--- config.mk ---
export PLATFORM = sky130hd
export DESIGN_NAME = imem_uart_loader
export DESIGN_NICKNAME = d
export VERILOG_FILES = /design/src/rtl/imem_uart_loader.sv
export SDC_FILE = /design/constraint.sdc
export NUM_CORES = 1
export LEC_CHECK = 0
export BUFFER_PORTS_ARGS = -buffer_cell sky130_fd_sc_hd__buf_2
export CORE_MARGIN = 10
export CORE_UTILIZATION = 35
export DETAILED_ROUTE_END_ITERATION = 8
export SYNTH_ARGS = -nofsm -noshare
export SYNTH_HDL_FRONTEND = slang
export SYNTH_SLANG_ARGS = --single-unit
--- constraint.sdc ---
create_clock -name clk_in -period 3.1 [get_ports clk_in]
set_input_delay 0.31 -clock clk_in [delete_from_list [all_inputs] [get_ports clk_in]]
set_output_delay 0.31 -clock clk_in [all_outputs]
set_load 0.05 [all_outputs]
--- src/rtl/imem_uart_loader.sv ---
// imem_uart_loader: receives a program image over UART and writes it into the
// CPU instruction memory, holding the CPU in reset until a complete,
// checksum-verified image has been stored.
//
// Image: 0x4C, count_hi, count_lo, N x 4 data bytes (MSB first), XOR checksum.
//
// Ports:
//   clk_in      system clock, rising edge
//   reset       synchronous active-high reset
//   rx          UART serial input, idle high, asynchronous
//   load_en     load request level
//   imem_we     instruction-memory write strobe, one cycle per word
//   imem_addr   word address of the current write
//   imem_wdata  word being written
//   cpu_reset   CPU core reset, high while loading
//   load_done   image accepted, CPU released
//   load_err    sticky error flag
//   word_count  words written in the current load
module imem_uart_loader #(
    parameter int unsigned CLKS_PER_BIT = 868,
    parameter int unsigned ADDR_W       = 11
) (
    input  logic              clk_in,
    input  logic              reset,
    input  logic              rx,
    input  logic              load_en,
    output logic              imem_we,
    output logic [ADDR_W-1:0] imem_addr,
    output logic [31:0]       imem_wdata,
    output logic              cpu_reset,
    output logic              load_done,
    output logic              load_err,
    output logic [ADDR_W:0]   word_count
);

    localparam int unsigned CNT_W     = $clog2(CLKS_PER_BIT);
    localparam int unsigned WC_W      = ADDR_W + 1;
    localparam int unsigned MAX_WORDS = 1 << ADDR_W;
    localparam logic [CNT_W-1:0] CNT_FULL = CNT_W'(CLKS_PER_BIT - 1);
    localparam logic [CNT_W-1:0] CNT_HALF = CNT_W'(CLKS_PER_BIT / 2 - 1);
    localparam logic [7:0] HDR_BYTE = 8'h4C;

    // ------------------------------------------------------------------
    // UART receiver
    // ------------------------------------------------------------------
    typedef enum logic [1:0] {RX_IDLE, RX_START, RX_DATA, RX_STOP} rx_state_t;

    rx_state_t        rx_state_q;
    logic             rx_s1_q, rx_s2_q, rx_prev_q;
    logic [CNT_W-1:0] rx_cnt_q;
    logic [2:0]       rx_bit_q;
    logic [7:0]       rx_shift_q;
    logic             byte_valid_q, frame_err_q;

    // rx_prev_q delays the synchronized line so only a true falling edge starts a frame
    always_ff @(posedge clk_in) begin
        if (reset) begin
            rx_s1_q      <= 1'b1;
            rx_s2_q      <= 1'b1;
            rx_prev_q    <= 1'b1;
            rx_state_q   <= RX_IDLE;
            rx_cnt_q     <= '0;
            rx_bit_q     <= '0;
            rx_shift_q   <= '0;
            byte_valid_q <= 1'b0;
            frame_err_q  <= 1'b0;
        end else begin
            rx_s1_q      <= rx;
            rx_s2_q      <= rx_s1_q;
            rx_prev_q    <= rx_s2_q;
            byte_valid_q <= 1'b0;
            frame_err_q  <= 1'b0;
            case (rx_state_q)
                RX_IDLE: begin
                    if (rx_prev_q && !rx_s2_q) begin
                        rx_state_q <= RX_START;
                        rx_cnt_q   <= '0;
                    end
                end
                RX_START: begin
                    // mid-start re-sample; a high line means it was a glitch
                    if (rx_cnt_q == CNT_HALF) begin
                        rx_cnt_q   <= '0;
                        rx_bit_q   <= '0;
                        rx_state_q <= rx_s2_q ? RX_IDLE : RX_DATA;
                    end else begin
                        rx_cnt_q <= rx_cnt_q + CNT_W'(1);
                    end
                end
                RX_DATA: begin
                    if (rx_cnt_q == CNT_FULL) begin
                        rx_cnt_q   <= '0;
                        rx_shift_q <= {rx_s2_q, rx_shift_q[7:1]};
                        rx_bit_q   <= rx_bit_q + 3'd1;
                        if (rx_bit_q == 3'd7) begin
                            rx_state_q <= RX_STOP;
                        end
                    end else begin
                        rx_cnt_q <= rx_cnt_q + CNT_W'(1);
                    end
                end
                RX_STOP: begin
                    if (rx_cnt_q == CNT_FULL) begin
                        rx_cnt_q     <= '0;
                        byte_valid_q <= rx_s2_q;
                        frame_err_q  <= !rx_s2_q;
                        rx_state_q   <= RX_IDLE;
                    end else begin
                        rx_cnt_q <= rx_cnt_q + CNT_W'(1);
                    end
                end
                default: rx_state_q <= RX_IDLE;
            endcase
        end
    end

    // ------------------------------------------------------------------
    // Loader FSM
    // ------------------------------------------------------------------
    typedef enum logic [2:0] {
        L_IDLE, L_HDR, L_CNT_HI, L_CNT_LO, L_DATA, L_CSUM, L_DONE, L_ERR
    } ld_state_t;

    ld_state_t         state_q, state_d;
    logic [7:0]        cnt_hi_q;
    logic [WC_W-1:0]   n_q;
    logic [23:0]       asm_q;
    logic [1:0]        byte_idx_q;
    logic [7:0]        acc_q;
    logic [WC_W-1:0]   word_count_q;
    logic              imem_we_q;
    logic [ADDR_W-1:0] imem_addr_q;
    logic [31:0]       imem_wdata_q;
    logic              cpu_reset_q, load_done_q, load_err_q;

    logic [15:0]     n_c;
    logic [WC_W-1:0] wc_inc_c;
    logic            active_c;

    assign n_c      = {cnt_hi_q, rx_shift_q};
    assign wc_inc_c = word_count_q + WC_W'(1);
    assign active_c = (state_q == L_HDR) || (state_q == L_CNT_HI) || (state_q == L_CNT_LO) ||
                      (state_q == L_DATA) || (state_q == L_CSUM);

    // Next-state logic; an abort outranks a byte or frame error in the same cycle
    always_comb begin
        state_d = state_q;
        case (state_q)
            L_IDLE:   if (load_en) state_d = L_HDR;
            L_HDR:    if (byte_valid_q && rx_shift_q == HDR_BYTE) state_d = L_CNT_HI;
            L_CNT_HI: if (byte_valid_q) state_d = L_CNT_LO;
            L_CNT_LO: begin
                if (byte_valid_q) begin
                    if (32'(n_c) > MAX_WORDS)  state_d = L_ERR;
                    else if (n_c == 16'd0)     state_d = L_CSUM;
                    else                       state_d = L_DATA;
                end
            end
            L_DATA:   if (byte_valid_q && byte_idx_q == 2'd3 && wc_inc_c == n_q) state_d = L_CSUM;
            L_CSUM:   if (byte_valid_q) state_d = (rx_shift_q == acc_q) ? L_DONE : L_ERR;
            L_DONE:   if (!load_en) state_d = L_IDLE;
            L_ERR:    if (!load_en) state_d = L_IDLE;
            default:  state_d = L_IDLE;
        endcase
        if (active_c) begin
            if (!load_en)         state_d = L_IDLE;
            else if (frame_err_q) state_d = L_ERR;
        end
    end

    // State register, datapath and registered outputs
    always_ff @(posedge clk_in) begin
        if (reset) begin
            state_q      <= L_IDLE;
            cnt_hi_q     <= '0;
            n_q          <= '0;
            asm_q        <= '0;
            byte_idx_q   <= '0;
            acc_q        <= '0;
            word_count_q <= '0;
            imem_we_q    <= 1'b0;
            imem_addr_q  <= '0;
            imem_wdata_q <= '0;
            cpu_reset_q  <= 1'b1;
            load_done_q  <= 1'b0;
            load_err_q   <= 1'b0;
        end else begin
            state_q     <= state_d;
            imem_we_q   <= 1'b0;
            cpu_reset_q <= ((state_d != L_IDLE) && (state_d != L_DONE)) ||
                           ((state_d == L_IDLE) && load_en);
            if (state_q == L_IDLE && state_d == L_HDR) begin
                word_count_q <= '0;
                acc_q        <= '0;
                load_done_q  <= 1'b0;
                load_err_q   <= 1'b0;
            end
            if (state_d == L_DONE) load_done_q <= 1'b1;
            if (state_d == L_ERR)  load_err_q  <= 1'b1;
            if (byte_valid_q && load_en) begin
                case (state_q)
                    L_CNT_HI: cnt_hi_q <= rx_shift_q;
                    L_CNT_LO: begin
                        n_q        <= WC_W'(n_c);
                        byte_idx_q <= '0;
                    end
                    L_DATA: begin
                        acc_q      <= acc_q ^ rx_shift_q;
                        asm_q      <= {asm_q[15:0], rx_shift_q};
                        byte_idx_q <= byte_idx_q + 2'd1;
                        if (byte_idx_q == 2'd3) begin
                            imem_we_q    <= 1'b1;
                            imem_addr_q  <= word_count_q[ADDR_W-1:0];
                            imem_wdata_q <= {asm_q, rx_shift_q};
                            word_count_q <= wc_inc_c;
                        end
                    end
                    default: ;
                endcase
            end
        end
    end

    assign imem_we    = imem_we_q;
    assign imem_addr  = imem_addr_q;
    assign imem_wdata = imem_wdata_q;
    assign cpu_reset  = cpu_reset_q;
    assign load_done  = load_done_q;
    assign load_err   = load_err_q;
    assign word_count = word_count_q;

endmodule

Word level (Yosys, flattened, before mapping)
Cells that the tools add are included.
{"block": "totals", "out_inout_bits": 59, "wordCells": 133, "ff_bits": 144}
{"block": "op_classes", "n_reduce_logical": 35, "add_sub_neg": 4, "bitwise": 5, "eq_ne": 26, "mux": 40, "magnitude_cmp": 1}
{"op": "$mux 12", "count": 4}
{"op": "$mux 3", "count": 12}
{"op": "$mux 10", "count": 3}
{"op": "$pmux 10 s3", "count": 1}
{"op": "$mux 8", "count": 3}
{"op": "$eq 3x3->1 const B", "count": 7}
{"op": "$pmux 3 s7", "count": 1}
{"op": "$gt 16x12->1 const B", "count": 1}
{"op": "$logic_not 16->1", "count": 1}
{"op": "$mux 2", "count": 7}
{"op": "$add 12x1->12 const B", "count": 1}
{"op": "$eq 12x12->1", "count": 1}
{"op": "$add 10x1->10 const B", "count": 1}
{"op": "$eq 10x10->1 const B", "count": 1}
{"op": "$eq 10x9->1 const B", "count": 1}
{"op": "$ne 2x2->1 const B", "count": 5}
{"op": "$reduce_and 2->1", "count": 5}
{"op": "$eq 8x7->1 const B", "count": 1}
{"op": "$eq 8x8->1", "count": 1}
{"op": "$logic_and 1x1->1", "count": 8}
{"op": "$pmux 2 s4", "count": 1}
{"op": "$reduce_bool 2->1", "count": 4}
{"op": "$xor 8x8->8", "count": 1}
{"op": "$eq 2x2->1 const B", "count": 3}
{"op": "other kinds (19)", "count": 37}

Longest topological paths before layout
{"block": "logic_depth", "ltp_word": 14, "ltp_mapped": 9, "depth_no_buf": 8}

Worst setup path after synthesis
No wires, ideal clock.
{"block": "synth_path", "path_kind": "register -> register", "start": "reg rx_cnt_q[0]", "end": "reg rx_state_q[0]", "n_path_buf": 2, "period_less_slack_ns": 2.355, "setup_time_ns": 0.070, "setup_slack_ns": 0.745, "path_stages_with_launch": 9, "arrival_time_ns": 2.285, "path_cell_list": "dfxtp_1 ha_1 or4bb_1 or3_1 buf_2 o21a_1 buf_6 or4_1 a21oi_1"}
{"block": "synth_via", "elab_chain_cells": 3, "elab_cells_between_ends": 6, "classes_between": "eq/ne: 5; reduce/logical: 1"}
{"element": "start: declaration", "line": "50", "rtl": "logic [CNT_W-1:0] rx_cnt_q;"}
{"element": "start signal: assignment", "line": "87", "rtl": "rx_cnt_q <= rx_cnt_q + CNT_W'(1);"}
{"element": "start signal: assignment", "line": "99", "rtl": "rx_cnt_q <= rx_cnt_q + CNT_W'(1);"}
{"element": "start signal: assignment", "line": "109", "rtl": "rx_cnt_q <= rx_cnt_q + CNT_W'(1);"}
{"element": "$eq 10x10->1 / $eq 10x9->1 (equally long branches)", "line": "91, 103, 82"}
{"element": "$ne 2x2->1 (no source line)"}
{"element": "$reduce_and 5->1 (no source line) (*)"}
{"element": "end signal: assignment", "line": "85", "rtl": "rx_state_q <= rx_s2_q ? RX_IDLE : RX_DATA;"}
{"element": "end: declaration", "line": "48", "rtl": "rx_state_t rx_state_q;"}
Every way passes the cells marked *; elsewhere a longest branch is shown, timed or not.
A chain may end at the register's enable or synchronous reset.

Final worst setup path
Same ends and word-level chain as after synthesis.

==> results.env <==
RUN_STATUS='finished clean'
WORST_SETUP_PATH_END_KIND='flip-flop'
SETUP_TNS_NS=0
CRITICAL-PATH-TOP-DELAY-FAMILY='simple AND/OR/NAND/NOR gates'
NUM_IO_PINS=63
FINALINSTANCEAREA_SQ_UM=7260
DETAILEDROUTE.FIRSTPASSITERATIONCOUNT=4
POSTSYNTHCELLCOUNT=781
POST_SYNTH_NUM_CELL_TYPES=56
COUNT_OF_VIAS_PLACED_BY_THE_DETAILED_ROUTER=5274
MAXCLOCKFREQUENCY_MHz=407
GRT_MAX_DEGREE=79
CRITPATHARRIVALTIME_NS=2.81
PLACEDINSTANCEAREA_SQ_UM=6620
ANTENNA_FOUND_INITIAL=0
HOLD_VIOLATIONS=0
FINALCLOCKSKEW_NS=0.00719
CRITICAL_PATH_PEAK_FANOUT=10
SYNTH_SEQ_AREA_SHARE=0.469
DESIGN.DIE.AREA_SQ_UM=23300
NUMBER_OF_ENABLE_FLIP_FLOP_CELLS_AFTER_SYNTHESIS=0
DRT_WIRELENGTH_UM=14800
CTS_RESIZED=0
SYN_AREA_SQ_UM=6140
FIN_CRIT_SH=0.792
GR-USAGE-ALL-LAYERS=0.128
LAYOUT.CELLS.NON_FILLER=1051
HOLD_SLACK_NS=0.0647
SYNTH.FF_LATCH_COUNT=144
MAXCAPVIOLCOUNT=0
NUMPORTBUFFERS=62
POST_ROUTE_CELLS_DRIVE_ABOVE_1_SHARE=0.138
SYNTH-MAIN-FF-CELL='sky130_fd_sc_hd__dfxtp_1'
TIMING.FINAL.CRIT_PERIOD_NS=2.46
HOLD_BUFFERS=0
CLK_PIN_SLEW_NS=0.06
ROWS=48
PLACE.DETAILED.INSTANCES=1019
MAX_SLEW.WORST_PIN.SLEW_NS=0.801
CRITICAL_PATH.N_BUFFERS_INVERTERS=0
CLK_SINK_COUNT=144
DIE_H_UM=153
YOSYSWARNINGS=0
DP_HPWL_UM=9950
UNREPAIRED_SETUP_ENDPOINTS_AFTER_GLOBAL_ROUTING='false'
FP.DIEW_UM=153
SYNTH_TOP_CELL_BY_AREA='sky130_fd_sc_hd__dfxtp_1'
VDD_DROP_MAX_mV=0.351
SYNTHTOLAYOUTAREAGROWTH_PCT=18.1
WIRE_LENGTH_OF_THE_FIRST_GLOBAL_ROUTING_PASS_UM=24900
NETLIST_TOP_CELLS_AREA='sky130_fd_sc_hd__dfxtp_1 47%, sky130_fd_sc_hd__nand2_1 12%, sky130_fd_sc_hd__a21oi_1 9.2%, sky130_fd_sc_hd__nor2_1 4.3%, sky130_fd_sc_hd__clkbuf_1 3.5%'
CRITICAL_PATH_LAUNCH_POINT_TYPE='flip-flop'
CRITICAL_PATH.MAX_STAGE_DELAY_NS=0.54
ITER_0_DRT_VIOLATIONS=270
POST-ROUTE-DRC-COUNT=0
SYN_AREA_PER_CELL_SQ_UM=7.87
TIMING.HOLD.WORST.CLASS='in -> reg'
SETUP_VIOLATIONS=0
FP.COREAREA_SQ_UM=17200
SYNTHESIZED_NET_COUNT=791
VIA_COUNT_OF_THE_FIRST_GLOBAL_ROUTING_PASS=4869
ANTENNA-DIODE-COUNT=0
PATH_CLASS='reg -> reg'
CLOCKROOTBUFFER='sky130_fd_sc_hd__clkbuf_16'
PATH_CELLS='ha_1 -> or4bb_1 -> or3_1 -> o21a_1 -> or4_1 -> a21oi_1'
ROUTE.DETAILED.VIAS_PER_INST=5.02
ROUTABILITYCONGESTION=0.821
CPMAXSTAGEDELAYCELL='sky130_fd_sc_hd__or4_1'
CTS_HTREE_LEVELS=4
POWER.STATIC_LEAKAGE_uW=0.00269
NNETSFINAL=823
MULTI_INPUT_AREA_SQ_UM=2990
CP.REQUIRED_NS=3.46
ROUTED_WIRE_LENGTH_PER_INSTANCE_UM=14.1
CTS_TREE='built'
REGAREA_SQ_UM=2880
INSERTION_DELAY_NS=0.42
FINALCOREUTILIZATION=0.421
ANT_NETS=0
NUMCTSBUFFERS=17
CLOCKBUFFERDEPTH=2
SYNTH_ASYNC_SR_FLOP_SHARE=0
TIMING.MAX_SLEW.REL_SLACK=0.463
NFILLCELLS=1760
PWR_DENSITY_CELL_nW_PER_UM2=581
NETLIST.AREA_LEADER.SHARE=0.469
REMAINING_GLOBAL_ROUTE_OVERFLOW=0
POST-CTS-SETUP-BUFFER-COUNT=0
FLOORPLAN.INITIALDENSITY=0.356
FINALMAXSLEWVIOLATIONS=0
[logic make-up after synthesis]
family | after synthesis | share of synthesized area
AND/OR/NAND/NOR | 347 | 0.251
AO/OA/AOI/OAI | 170 | 0.157
multiplexers | 16 | 0.0261
flip-flops | 144 | 0.469
XOR/XNOR | 26 | 0.0393
buffers and inverters | 72 | 0.0456
adder cells (fa/ha/maj) | 6 | 0.0122
[area by class of cell]
cell class                 count  share of cell area
inverter                       9             0.00465
sequential                   144               0.397
multi-input combinational    565               0.412
clock inverter                13              0.0288
timing repair buffer          76              0.0593
clock buffer                  19              0.0596
tap                          225              0.0388
[path summary, 6_finish.rpt]
| path | from | end | slack [ns] | cells past startpoint |
|---|---|---|---|---|
| worst min-delay path | rx | rx_s1_q$_SDFF_PP1_ | 0.06 | 2 |
| worst max-delay path | rx_cnt_q[0]$_SDFFE_PP0P_ | rx_state_q[0]$_SDFFE_PP0P_ | 0.64 | 6 |
| worst min register to register | rx_s1_q$_SDFF_PP1_ | rx_s2_q$_SDFF_PP1_ | 0.41 | 1 |
| worst max register to register | rx_cnt_q[0]$_SDFFE_PP0P_ | rx_state_q[0]$_SDFFE_PP0P_ | 0.64 | 6 |
[synth_stat cells, types with 7 or more instances]
master and instances:
sky130_fd_sc_hd__a21oi_1 113, sky130_fd_sc_hd__clkbuf_1 57, sky130_fd_sc_hd__dfxtp_1 144, sky130_fd_sc_hd__inv_1 9, sky130_fd_sc_hd__mux2i_1 16, sky130_fd_sc_hd__nand2_1 189, sky130_fd_sc_hd__nand3_1 11, sky130_fd_sc_hd__nand4_1 9
sky130_fd_sc_hd__nor2_1 71, sky130_fd_sc_hd__nor2b_1 7, sky130_fd_sc_hd__nor3_1 16, sky130_fd_sc_hd__nor4_1 9, sky130_fd_sc_hd__o21ai_0 19, sky130_fd_sc_hd__xnor2_1 9, sky130_fd_sc_hd__xor2_1 16
[per-stage QoR]
stage | power [uW] | setup WS [ns]
after floorplan | 2000 | 0.745
after global placement | 2030 | 0.683
after detailed placement | 2030 | 0.647
after CTS | 4260 | 0.636
after global routing | 4350 | 0.502
final | 4210 | 0.644
[sequential cells by signal (all words and copies together), names as in the netlist, 8 cells and up, named ones only]
signal,cells
imem_addr,11
rx_shift_q,8
acc_q,8
cnt_hi_q,8
rx_cnt_q,10
n_q,12
asm_q,24
word_count,12
imem_wdata,32
[report_power, final]
group | switching, uW | leakage (uW) | internal (uW)
clock network | 798 | 0.000304 | 1430
logic | 86.4 | 0.00123 | 35.2
registers | 7.33 | 0.00116 | 1860
[worst register-to-register path, cell delays in order (launching register included)]
cell and delay, ns:
sky130_fd_sc_hd__dfxtp_1 0.39, sky130_fd_sc_hd__ha_1 0.20, sky130_fd_sc_hd__or4bb_1 0.47, sky130_fd_sc_hd__or3_1 0.40
sky130_fd_sc_hd__o21a_1 0.25, sky130_fd_sc_hd__or4_1 0.54, sky130_fd_sc_hd__a21oi_1 0.14
[cell usage in the layout, fill, tap and decap left out, drive strengths merged, types with 3 or more instances in the layout]
master	count
nand2	189
dfxtp	144
a21oi	113
buf	76
nor2	71
o21ai	20
clkbuf	19
nor3	17
mux2i	16
xor2	16
nand3	11
inv	11
nand4	9
nor4	9
xnor2	9
nor2b	7
a211oi	6
ha	6
a311oi	5
bufinv	5
or2	4
and4b	4
nand2b	3
nand4b	3
or3	3
nand3b	3
a22oi	3
a211o	3
a21o	3
a31oi	3
clkinvlp	3
clkinv	3
[routing by layer]
metal  wire, um  vias up  track usage
met2       6830       87        0.199
met1       7090     2439        0.161
li1           -     2726            -
met5          0        -            0
met4        317        0       0.0609
met3        564       22       0.0325
Note: power is estimated with default switching activity, not from simulation.
